$ cat src/rtl/dma_ci_controller.sv
// Bus-master DMA engine beside the CI scratch RAM: moves blocks of 32-bit words between
// system memory and RAM port B, configured and polled through the custom-instruction port.
module dma_ci_controller #(
  parameter logic [7:0] customId = 8'h00,
  parameter int         maxBurst = 16
) (
  input  logic        clock,
  input  logic        reset,
  input  logic        start,
  input  logic [31:0] valueA,
  input  logic [31:0] valueB,
  input  logic [7:0]  ciN,
  output logic [31:0] result,
  output logic        done,
  output logic [8:0]  ramAddress,
  output logic        ramWriteEnable,
  output logic [31:0] ramWriteData,
  input  logic [31:0] ramReadData,
  output logic        busRequest,
  input  logic        busGrant,
  output logic [31:0] busAddressData,
  output logic        busBeginTransaction,
  output logic        busEndTransaction,
  output logic        busReadNotWrite,
  output logic [7:0]  busBurstSize,
  output logic [3:0]  busByteEnables,
  output logic        busDataValid,
  input  logic [31:0] busDataIn,
  input  logic        busDataValidIn,
  input  logic        busBusyIn,
  input  logic        busErrorIn,
  input  logic        busEndTransactionIn
);
  typedef enum logic [2:0] {
    S_IDLE, S_REQUEST, S_BEGIN, S_READ, S_WRITE, S_END, S_NEXT
  } state_t;

  localparam logic [7:0] BURST_CAP = 8'(maxBurst - 1);

  state_t      state_reg;
  logic [31:0] cfg_bus_addr_reg;
  logic [8:0]  cfg_ram_addr_reg;
  logic [9:0]  cfg_block_size_reg;
  logic [7:0]  cfg_burst_reg;
  logic        error_reg;
  logic        dir_read_reg;
  logic [31:0] bus_addr_reg;
  logic [8:0]  ram_addr_reg;
  logic [9:0]  remaining_reg;
  logic [9:0]  beat_len_reg;
  logic [9:0]  beat_cnt_reg;

  logic [2:0]  ci_sel;
  logic        ci_hit;
  logic        ci_write;
  logic        busy;
  logic        in_txn;
  logic [31:0] read_mux;
  logic [9:0]  burst_words;
  logic [9:0]  next_len;
  logic        unused_value_a;

  assign ci_sel         = valueA[12:10];
  assign ci_hit         = start && (ciN == customId) && (ci_sel != 3'd0) && (ci_sel <= 3'd5);
  assign ci_write       = ci_hit && valueA[9];
  assign busy           = (state_reg != S_IDLE);
  assign in_txn         = state_reg inside {S_BEGIN, S_READ, S_WRITE, S_END};
  assign burst_words    = {2'd0, cfg_burst_reg} + 10'd1;
  assign next_len       = (remaining_reg < burst_words) ? remaining_reg : burst_words;
  assign unused_value_a = ^{valueA[31:13], valueA[8:0]};

  always_comb begin
    read_mux = '0;
    case (ci_sel)
      3'd1:    read_mux = cfg_bus_addr_reg;
      3'd2:    read_mux = {23'd0, cfg_ram_addr_reg};
      3'd3:    read_mux = {22'd0, cfg_block_size_reg};
      3'd4:    read_mux = {24'd0, cfg_burst_reg};
      3'd5:    read_mux = {30'd0, error_reg, busy};
      default: read_mux = '0;
    endcase
  end

  // Bus strobes are decoded straight from the state register so that an async
  // reset or an error return to IDLE drops them without waiting for another edge.
  assign busRequest          = state_reg inside {S_REQUEST, S_BEGIN, S_READ, S_WRITE, S_END};
  assign busBeginTransaction = (state_reg == S_BEGIN);
  assign busEndTransaction   = (state_reg == S_END);
  assign busReadNotWrite     = in_txn && dir_read_reg;
  assign busByteEnables      = in_txn ? 4'hF : 4'h0;
  assign busBurstSize        = (state_reg == S_BEGIN) ? 8'(beat_len_reg - 10'd1) : 8'd0;
  assign busDataValid        = (state_reg == S_WRITE);
  assign busAddressData      = (state_reg == S_BEGIN) ? bus_addr_reg :
                               (state_reg == S_WRITE) ? ramReadData : 32'd0;
  assign ramWriteEnable      = (state_reg == S_READ) && busDataValidIn;
  assign ramWriteData        = ramWriteEnable ? busDataIn : 32'd0;
  // Look one word ahead whenever the current write beat is accepted, so the RAM's
  // one-cycle latency lines the next word up with the next beat; a stall re-reads.
  assign ramAddress          = !busy ? 9'd0 :
                               ((state_reg == S_WRITE) && !busBusyIn) ? ram_addr_reg + 9'd1 :
                               ram_addr_reg;

  always_ff @(posedge clock or posedge reset) begin
    if (reset) begin
      state_reg          <= S_IDLE;
      cfg_bus_addr_reg   <= '0;
      cfg_ram_addr_reg   <= '0;
      cfg_block_size_reg <= '0;
      cfg_burst_reg      <= '0;
      error_reg          <= 1'b0;
      dir_read_reg       <= 1'b0;
      bus_addr_reg       <= '0;
      ram_addr_reg       <= '0;
      remaining_reg      <= '0;
      beat_len_reg       <= '0;
      beat_cnt_reg       <= '0;
      done               <= 1'b0;
      result             <= '0;
    end else begin
      done   <= ci_hit;
      result <= (ci_hit && !valueA[9]) ? read_mux : 32'd0;

      if (ci_write && !busy) begin
        case (ci_sel)
          3'd1: cfg_bus_addr_reg   <= {valueB[31:2], 2'b00};
          3'd2: cfg_ram_addr_reg   <= valueB[8:0];
          3'd3: cfg_block_size_reg <= (valueB[9:0] > 10'd512) ? 10'd512 : valueB[9:0];
          3'd4: cfg_burst_reg      <= (valueB[7:0] > BURST_CAP) ? BURST_CAP : valueB[7:0];
          3'd5: begin
            error_reg <= 1'b0;
            if ((valueB[1:0] == 2'd1 || valueB[1:0] == 2'd2) && cfg_block_size_reg != 10'd0) begin
              state_reg     <= S_REQUEST;
              dir_read_reg  <= (valueB[1:0] == 2'd1);
              bus_addr_reg  <= cfg_bus_addr_reg;
              ram_addr_reg  <= cfg_ram_addr_reg;
              remaining_reg <= cfg_block_size_reg;
            end
          end
          default: ;
        endcase
      end

      case (state_reg)
        S_REQUEST: begin
          if (busGrant) begin
            state_reg    <= S_BEGIN;
            beat_len_reg <= next_len;
            beat_cnt_reg <= next_len;
          end
        end
        S_BEGIN: state_reg <= dir_read_reg ? S_READ : S_WRITE;
        S_READ: begin
          if (busDataValidIn) begin
            ram_addr_reg <= ram_addr_reg + 9'd1;
            bus_addr_reg <= bus_addr_reg + 32'd4;
          end
          if (busEndTransactionIn) state_reg <= S_NEXT;
        end
        S_WRITE: begin
          if (!busBusyIn) begin
            ram_addr_reg <= ram_addr_reg + 9'd1;
            bus_addr_reg <= bus_addr_reg + 32'd4;
            beat_cnt_reg <= beat_cnt_reg - 10'd1;
            if (beat_cnt_reg == 10'd1) state_reg <= S_END;
          end
        end
        S_END: state_reg <= S_NEXT;
        S_NEXT: begin
          remaining_reg <= remaining_reg - beat_len_reg;
          state_reg     <= (remaining_reg == beat_len_reg) ? S_IDLE : S_REQUEST;
        end
        default: ;
      endcase

      if (busErrorIn && busy) begin
        error_reg <= 1'b1;
        state_reg <= S_IDLE;
      end
    end
  end
endmodule

$ cat config.mk
export PLATFORM = sky130hd
export DESIGN_NAME = dma_ci_controller
export DESIGN_NICKNAME = d
export VERILOG_FILES = /design/src/rtl/dma_ci_controller.sv
export SDC_FILE = /design/constraint.sdc
export NUM_CORES = 1
export LEC_CHECK = 0
export CAP_MARGIN = 20
export CORE_ASPECT_RATIO = 0.6
export CORE_MARGIN = 4
export CORE_UTILIZATION = 52
export CTS_CLUSTER_DIAMETER = 120
export DETAILED_ROUTE_END_ITERATION = 12
export GPL_ROUTABILITY_DRIVEN = 0
export PLACE_DENSITY = 0.86
export SYNTH_ARGS = -nofsm -noshare
export SYNTH_HDL_FRONTEND = slang
export SYNTH_SLANG_ARGS = --single-unit
$ cat constraint.sdc
create_clock -name clock -period 16.1 [get_ports clock]
set_input_delay 3.22 -clock clock [delete_from_list [all_inputs] [get_ports clock]]
set_output_delay 3.22 -clock clock [all_outputs]
set_load 0.01 [all_outputs]
==> qor.yml, run 1 <==
die:
  start_util_pct: 53.7
  die-area_um2: 20200
  die_w_um: 181
  ioPinCount: 268
  dieHeight_um: 112
  rows: 37
  coreArea_um2: 17400
cells_and_area:
  seq_area_um2: 4150
  final_nets: 1370
  drive_gt1_share_pct: 8.74
  syn2layout_area_growth_pct: 33.6
  layout.cells.non_filler: 1447
  multi_input_area_um2: 4770
  fillCellCount: 1236
  n_antenna_cell: 0
worst_setup_path:
  path_class: "in2out"
  start_kind: "input pin"
  endpoint_kind: "primary output"
  cp_max_fo: 12
  arrival_ns: 5.51
  worstPathRequired_ns: 12.88
synth:
  synth_fa_ha_area_share_pct: 3.57
  syn_area_per_cell_um2: 9.40
  synth_edf_count: 0
  syn_nets: 1162
  synth_compound_area_share_pct: 16.8
  synth.cell_area_um2: 9330
  async_reset_ff_share_pct: 100
  yosysSeqAreaShare_pct: 44.5
  synth_mux_area_share_pct: 6.99
  synth-simple-area-share_pct: 21.2
  yosysWarnings: 0
  synth_top_family_by_area: "simple AND/OR/NAND/NOR gates"
  synthDistinctLibCells: 70
  synth_xor_area_share_pct: 2.44
  ys_ff_latch: 166
  dominantRegCellSynth: "dfrtp_1"
  syn_inst: 992
drt:
  drtAntennaViolNets: 0
  num_vias: 8852
  avgViaCountPerCell: 6.12
  route.detailed.wl_per_inst_um: 21.2
  drt_first_pass_iters: 5
  wl_mm: 30.6
  dr.first_iter.drc_count: 1050
  drc: 0
cts:
  hold_buffers: 0
  cts_setup_buffers: 0
  clkTransAtPathRegs_ns: 0.07
  clock_latency_ns: 0.44
  h-tree-depth: 4
  post_cts_resize_count: 0
  cts_buffers: 17
  cts_tree: "built"
  clkSinkCount: 166
  cts_max_path_buffers: 2
  root_buffer: "clkbuf_16"
sta:
  max_slew_margin_pct: 29.7
  tightest_slew_ns: 1.05
  final.min_clock_period_ns: 8.73
  finClkSkew_ns: 0.0141
  setup_tns_ns: 0
  hold_violations: 0
  fmax_ghz: 0.115
  finalSetupViolCount: 0
  rsz0062_at_grt: "false"
  min_period_over_period_pct: 54.2
  slew_violations: 0
grt:
  grt.total_usage_pct: 29.9
  antenna_found_initial: 0
  grt_max_degree: 85
  gr-total-overflow: 0
  grt_pass1_vias: 8261
  grt_pass1_wl_mm: 47.9
power:
  power_density_nw_per_um2: 98.6
  power.leakage_nw: 5.38
  peakVddDrop_mv: 0.0610
  power.total_mw: 1.23
placed_design:
  dp_cells: 1413
  dp_hpwl_mm: 23.0
  io_buffers: 239
worst_hold_path:
  hold_class: "reg2reg"
run_status:
  outcome: "finished, final reports clean"
job:
  drv_cap: 0
[layout by cell type, fill, tap and decap left out, types with 17 or more instances in the layout]
master,n
o21ai_0,58
inv_1,34
a21oi_1,48
a22o_1,31
dfrtp_1,166
and2_1,58
a211oi_1,17
clkbuf_16,17
nand3_1,24
clkdlybuf4s50_1,239
xnor2_1,17
ha_1,25
nor3_1,27
mux2_2,42
nor2_1,101
nand2_1,84
[cells in the mapped netlist (4+ instances only)]
library cell	instances	share of area, %
inv_1	35	1.4
a21oi_1	48	2.6
clkbuf_1	35	1.4
nand2b_1	11	0.74
mux2i_1	10	1.1
nor3_1	27	1.4
or2_2	4	0.27
xnor2_1	17	1.6
dfrtp_1	166	45
or4_1	5	0.40
or3_1	10	0.67
o21ai_0	58	3.1
a221o_1	5	0.54
o22ai_1	13	0.87
o22a_1	6	0.56
and4_1	4	0.38
mux2_1	7	0.85
nand4_1	13	0.87
nor2b_1	11	0.74
o211ai_1	4	0.32
nor2_1	101	4.1
nand3_1	24	1.3
buf_2	16	0.86
and2_1	58	3.9
o21a_1	6	0.48
nand2_1	84	3.4
and3_1	10	0.67
a211oi_1	17	1.4
mux2_2	42	5.1
a22oi_1	14	1.1
ha_1	25	3.4
buf_4	6	0.48
xor2_1	9	0.85
a22o_1	31	2.9
a31oi_1	5	0.34
[layout make-up]
cell class              count  area share [%]
clock inverters            14            1.24
clock buffers              18            3.52
repair buffers            249            20.1
multi-input cells         729            38.3
well taps                 234            2.35
flip-flops and latches    166            33.3
inverters                  37            1.15
[kinds of logic (layout without fill, tap and decap cells)]
family	after synthesis	count (layout)
AO/OA/AOI/OAI	233	233
XOR/XNOR	26	26
adder cells (fa/ha/maj)	26	26
buffers and inverters	97	318
flip-flops	166	166
multiplexers	59	59
AND/OR/NAND/NOR	385	385
[worst max-delay path: stages]
cell and delay, ns:
clkdlybuf4s50_1 0.54, nor4b_4 0.69, nand2_1 0.15, xnor2_1 0.15, nor2_1 0.16, clkdlybuf4s50_1 0.59
[final timing paths]
path | start | endpoint | slack [ns] | cells past startpoint
max | busBusyIn | ramAddress[2] | 7.37 | 6
min | cfg_bus_addr_reg[22]$_DFFE_PP0P_ | result[22]$_DFF_PP0_ | 0.51 | 1
max reg2reg | state_reg[1]$_DFF_PP0_ | bus_addr_reg[11]$_DFF_PP0_ | 12.25 | 7
min reg2reg | cfg_bus_addr_reg[22]$_DFFE_PP0P_ | result[22]$_DFF_PP0_ | 0.51 | 1
max in group asynchronous | reset | state_reg[2]$_DFF_PP0_ | 11.65 | 4
min in group asynchronous | reset | cfg_bus_addr_reg[31]$_DFFE_PP0P_ | 3.30 | 2
[per-stage QoR]
step | hold WS (ns) | utilization [%] | setup slack, ns | instance area (um^2)
floorplan | 0.448 | - | 8.39 | 9330
global placement | 0.468 | 68.0 | 7.40 | 11800
detailed placement | 0.490 | 68.0 | 7.41 | 11800
CTS | 0.506 | 71.5 | 7.40 | 12400
global route | 0.523 | 71.8 | 7.27 | 12500
finish | 0.505 | 71.8 | 7.37 | 12500
[where the power goes]
group | switching, mW | total (mW) | internal [mW]
registers | 0.0645 | 0.522 | 0.458
logic | 0.152 | 0.293 | 0.141
clock network | 0.200 | 0.414 | 0.213
[metal layers]
| metal | track usage, % | vias up | wire (um) |
|---|---|---|---|
| li1 | - | 3975 | - |
| met1 | 44.1 | 4294 | 13200 |
| met2 | 42.5 | 521 | 12900 |
| met3 | 10.4 | 62 | 3830 |
| met4 | 7.60 | 0 | 658 |
| met5 | 0 | - | 0 |
(Power assumes the default switching activity.)
==> inputs of run 2 (changes only) <==
- CORE_UTILIZATION: 52 -> 49
- PLACE_DENSITY: 0.86 -> 0.82
- clock period: 16.1 -> 9.1 ns (I/O delays scaled with it)
==> run 2 against run 1 <==
Effect of this change: final cell count grew 0.35%; clock skew shrank 0.0016 ns; final area shrank 0.47%; first-iteration DRC count shrank 0.57%.
==> qor.yml, run 2 (synthesis gave the netlist of run 1 again) <==
run_status:
  outcome: "finished, final reports clean"
cells_and_area:
  multi_input_area_um2: 4770
  post-route-cell-area_um2: 12400
  drive_gt1_share_pct: 8.51
  final_common_cell: "clkdlybuf4s50_1"
  fillCellCount: 1390
  layout.cells.non_filler: 1452
  syn2layout_area_growth_pct: 33.0
  final_nets: 1368
  seq_area_um2: 4150
  final_cell_mix: "239 x clkdlybuf4s50_1, 166 x dfrtp_1, 101 x nor2_1"
cts:
  h-tree-depth: 4
  cts_max_path_buffers: 2
  hold_buffers: 0
  cts_buffers: 17
  root_buffer: "clkbuf_16"
  clkTransAtPathRegs_ns: 0.06
  cts_tree: "built"
  post_cts_resize_count: 0
  clkSinkCount: 166
  clock_latency_ns: 0.43
  cts_setup_buffers: 0
die:
  die-area_um2: 21400
  ioPinCount: 268
  rows: 38
  start_util_pct: 50.8
  coreArea_um2: 18400
  die_w_um: 186
  dieHeight_um: 115
worst_setup_path:
  path_class: "in2out"
  start_kind: "input pin"
  arrival_ns: 4.12
  endpoint_kind: "primary output"
  regToRegSetupSlack_ns: 5.47
  worstPathRequired_ns: 7.28
  cp_max_fo: 12
drt:
  wl_mm: 30.9
  drt_first_pass_iters: 5
  dr.first_iter.drc_count: 1044
  drc: 0
  avgViaCountPerCell: 6.09
  route.detailed.wl_per_inst_um: 21.2
  num_vias: 8843
  drtAntennaViolNets: 0
sta:
  finalSetupViolCount: 0
  final.min_clock_period_ns: 5.94
  tightest_slew_ns: 1.07
  hold_violations: 0
  min_period_over_period_pct: 65.2
  setup_tns_ns: 0
  fmax_ghz: 0.168
  finClkSkew_ns: 0.0125
  finalWorstSetupSlack_ns: 3.16
  slew_violations: 0
  rsz0062_at_grt: "false"
  max_slew_margin_pct: 28.4
  whs_ns: 0.497
worst_hold_path:
  hold_class: "reg2reg"
placed_design:
  dp_hpwl_mm: 22.9
  post_dp_cell_area_um2: 11800
  dp_cells: 1418
  io_buffers: 239
  dp_slack_ns: 3.19
power:
  switching_share_pct: 32.9
  seqPwrFrac_pct: 43.3
  power_density_nw_per_um2: 173
  peakVddDrop_mv: 0.118
  power.leakage_nw: 5.34
  p_int_mw: 1.44
  switching_power_uw: 703
  clkPwrFrac_pct: 32.3
  combPwrFrac_pct: 24.4
job:
  drv_cap: 0
grt:
  grt.total_usage_pct: 28.6
  grt_pass1_vias: 8261
  grt_max_degree: 116
  antenna_found_initial: 1
  gr-total-overflow: 0
  grt_pass1_wl_mm: 47.7
==> run 2: cell types whose count changed in the layout (fill, tap and decap cells not counted), sizes merged <==
cell,before,now
inv,47,43
clkbuf,18,21
buf,10,8
clkinvlp,1,3
clkinv,3,2
diode,0,1
==> run 2: per-layer routing <==
layer	wire, um	track usage, %
met4	448	5.29
met3	4180	9.61
met5	0	0
met2	13100	41.7
met1	13100	42.1
==> run 2: path summary, 6_finish.rpt <==
path,depth (start not counted),from,to
worst max register to register,7,state_reg[1]$_DFF_PP0_,bus_addr_reg[7]$_DFF_PP0_
min in group asynchronous,2,reset,cfg_bus_addr_reg[26]$_DFFE_PP0P_
worst max-delay path,6,busBusyIn,ramAddress[2]
max in group asynchronous,4,reset,ram_addr_reg[4]$_DFF_PP0_
worst min-delay path,1,bus_addr_reg[1]$_DFFE_PP0P_,bus_addr_reg[1]$_DFFE_PP0P_
worst min register to register,1,bus_addr_reg[1]$_DFFE_PP0P_,bus_addr_reg[1]$_DFFE_PP0P_
==> run 2: per-stage QoR <==
step | utilization, % | power (mW)
after floorplan | - | 1.24
after global placement | 64.4 | 1.42
after detailed placement | 64.4 | 1.44
after CTS | 67.4 | 2.13
after global routing | 67.6 | 2.24
final | 67.6 | 2.14
==> run 2: power groups by stage <==
stage / clock [mW] / combinational [mW] / sequential [mW]
floorplan: 0 / 0.352 / 0.886
global placement: 0 / 0.493 / 0.926
finish: 0.692 / 0.521 / 0.927
CTS: 0.694 / 0.515 / 0.921
global route: 0.729 / 0.578 / 0.936
detailed placement: 0 / 0.512 / 0.932
==> run 2: worst max-delay path, cell delays in order <==
cell	delay, ns
clkdlybuf4s50_1	0.54
nor4b_4	0.71
nand2_1	0.14
xnor2_1	0.15
nor2_1	0.15
clkdlybuf4s50_1	0.59
==> run 2: area by class of cell <==
cell class	instances	share of cell area (%)
Timing Repair Buffer	247	19.9
Inverter	37	1.16
Antenna cell	1	0.0202
Clock buffer	21	3.79
Sequential cell	166	33.5
Multi-Input combinational cell	729	38.5
Tap cell	240	2.42
Clock inverter	11	0.716
==> inputs of run 3 (changes only) <==
- clock period: 9.1 -> 5.84 ns (I/O delays scaled with it)
==> run 3 against run 2 <==
Effect of this change: combinational power increased by 56%; clock skew barely moved; sequential power up 55%; power is 59% higher; final area increased by 0.50%; global-route usage decreased by 0.32 points; sequential share of layout area decreased by 0.17 points; largest cell class unchanged; largest power group unchanged; highest routed layer unchanged.
==> qor.yml, run 3 (synthesis gave the netlist of run 1 again) <==
power:
  clkPwrFrac_pct: 33.6
  peakVddDrop_mv: 0.200
  power.total_mw: 3.40
  power.leakage_nw: 5.37
  switching_share_pct: 34.2
  combPwrFrac_pct: 23.9
  switching_power_mw: 1.16
  power_density_nw_per_um2: 272
  seqPwrFrac_pct: 42.5
  p_int_mw: 2.23
drt:
  wl_met1_mm: 13.5
  wl_mm: 30.4
  drtAntennaViolNets: 0
  dr_wl_met2_mm: 12.7
  wl_met3_mm: 3.65
  drc: 0
  drt_first_pass_iters: 5
  route.detailed.wl_per_inst_um: 20.9
  dr.first_iter.drc_count: 963
  avgViaCountPerCell: 6.06
  num_vias: 8823
  highest_layer: "met4"
worst_setup_path:
  cp_num_buf_inv: 2
  start_kind: "flop"
  endpoint_kind: "primary output"
  arrival_ns: 3.50
  path_class: "reg2out"
  cp_top_family: "buffers and inverters"
  cp_max_fo: 32
  worstPathRequired_ns: 4.67
  slowest_stage: "inv_1"
  slowest_delay_ns: 0.97
  crit_path_cell_trace: "nand3b_1 > inv_1 > a22o_1 > clkdlybuf4s50_1"
die:
  ioPinCount: 268
  coreArea_um2: 18400
  die-area_um2: 21400
  rows: 38
  die_w_um: 186
  start_util_pct: 50.8
  dieHeight_um: 115
sta:
  tightest_slew_ns: 1.11
  rsz0062_at_grt: "false"
  hold_violations: 0
  fmax_ghz: 0.214
  setup_tns_ns: 0
  min_period_over_period_pct: 80.0
  final.min_clock_period_ns: 4.67
  slew_violations: 0
  finClkSkew_ns: 0.0121
  max_slew_margin_pct: 25.7
  finalSetupViolCount: 0
  whs_ns: 0.504
cts:
  hold_buffers: 0
  cts_max_path_buffers: 2
  clock_latency_ns: 0.43
  clkTransAtPathRegs_ns: 0.08
  root_buffer: "clkbuf_16"
  cts_setup_buffers: 0
  cts_tree: "built"
  h-tree-depth: 4
  clkSinkCount: 166
  cts_buffers: 17
  post_cts_resize_count: 0
cells_and_area:
  final_core_util_pct: 67.9
  final_common_cell: "clkdlybuf4s50_1"
  syn2layout_area_growth_pct: 33.6
  layout.cells.non_filler: 1457
  final_cell_mix: "239 x clkdlybuf4s50_1, 166 x dfrtp_1, 101 x nor2_1"
  drive_gt1_share_pct: 8.89
  final_nets: 1372
grt:
  grt_max_degree: 99
  grt.total_usage_pct: 28.3
  gr-total-overflow: 0
  antenna_found_initial: 2
  grt_pass1_vias: 8297
  grt_pass1_wl_mm: 46.9
placed_design:
  io_buffers: 239
  dp_cells: 1423
  dp_hpwl_mm: 22.8
run_status:
  outcome: "finished, final reports clean"
job:
  drv_cap: 0
worst_hold_path:
  hold_class: "reg2reg"
[run 3: changes by cell type in the layout (fill, tap and decap cells not counted), sizes merged]
cell / previous run / this run
clkinvlp: 3 / 1
inv: 43 / 45
clkinv: 2 / 6
clkbuf: 21 / 17
diode: 1 / 2
buf: 8 / 12
[run 3: metrics by stage]
stage / instance area [um^2] / setup WS (ns)
2_1_floorplan: 9330 / 0.182
3_3_place_gp: 11800 / 1.26
3_5_place_dp: 11800 / 1.28
4_1_cts: 12500 / 1.18
5_1_grt: 12500 / 0.981
6_report: 12500 / 1.17
[run 3: worst paths after layout]
check                                             start                               end  slack (ns)  depth (start not counted)
max reg2reg                cfg_burst_reg[2]$_DFFE_PP0P_       beat_cnt_reg[2]$_DFFE_PP0P_        2.52                         11
min                         bus_addr_reg[1]$_DFFE_PP0P_       bus_addr_reg[1]$_DFFE_PP0P_        0.50                          1
min in group asynchronous                         reset  cfg_bus_addr_reg[31]$_DFFE_PP0P_        1.26                          2
max in group asynchronous                         reset        bus_addr_reg[14]$_DFF_PP0_        3.55                          3
min reg2reg                 bus_addr_reg[1]$_DFFE_PP0P_       bus_addr_reg[1]$_DFFE_PP0P_        0.50                          1
max                              state_reg[1]$_DFF_PP0_                busAddressData[10]        1.17                          4
[run 3: layout make-up]
type	count	area [um^2]
diodes	2	5.00
clock buffers	17	425
clock inverters	15	183
fillers	1379	5890
inverters	37	144
multi-input cells	729	4770
flip-flops and latches	166	4150
well taps	240	300
repair buffers	251	2480
[run 3: metal layers]
metal / up-vias / GRT usage (%)
li1: 3980 / -
met1: 4290 / 42.1
met2: 507 / 41.0
met3: 46 / 7.81
met4: 0 / 7.18
met5: - / 0
[run 3: power groups by stage]
stage	combinational [mW]	clock, mW	sequential [mW]
after floorplan	0.549	0	1.38
after global placement	0.776	0	1.44
after detailed placement	0.798	0	1.45
after CTS	0.807	1.14	1.43
after global routing	0.898	1.20	1.46
final	0.812	1.14	1.44
[run 3: worst register-to-register path, stage by stage (launching register included)]
cell and delay [ns]:
dfrtp_1 0.50, nand3_1 0.15, nor2_1 0.21, nand4_1 0.14, xnor2_1 0.22, inv_1 0.07, ha_1 0.31, a21oi_1 0.21
o211ai_1 0.12, a311o_1 0.54, mux2_1 0.45, a221oi_1 0.31
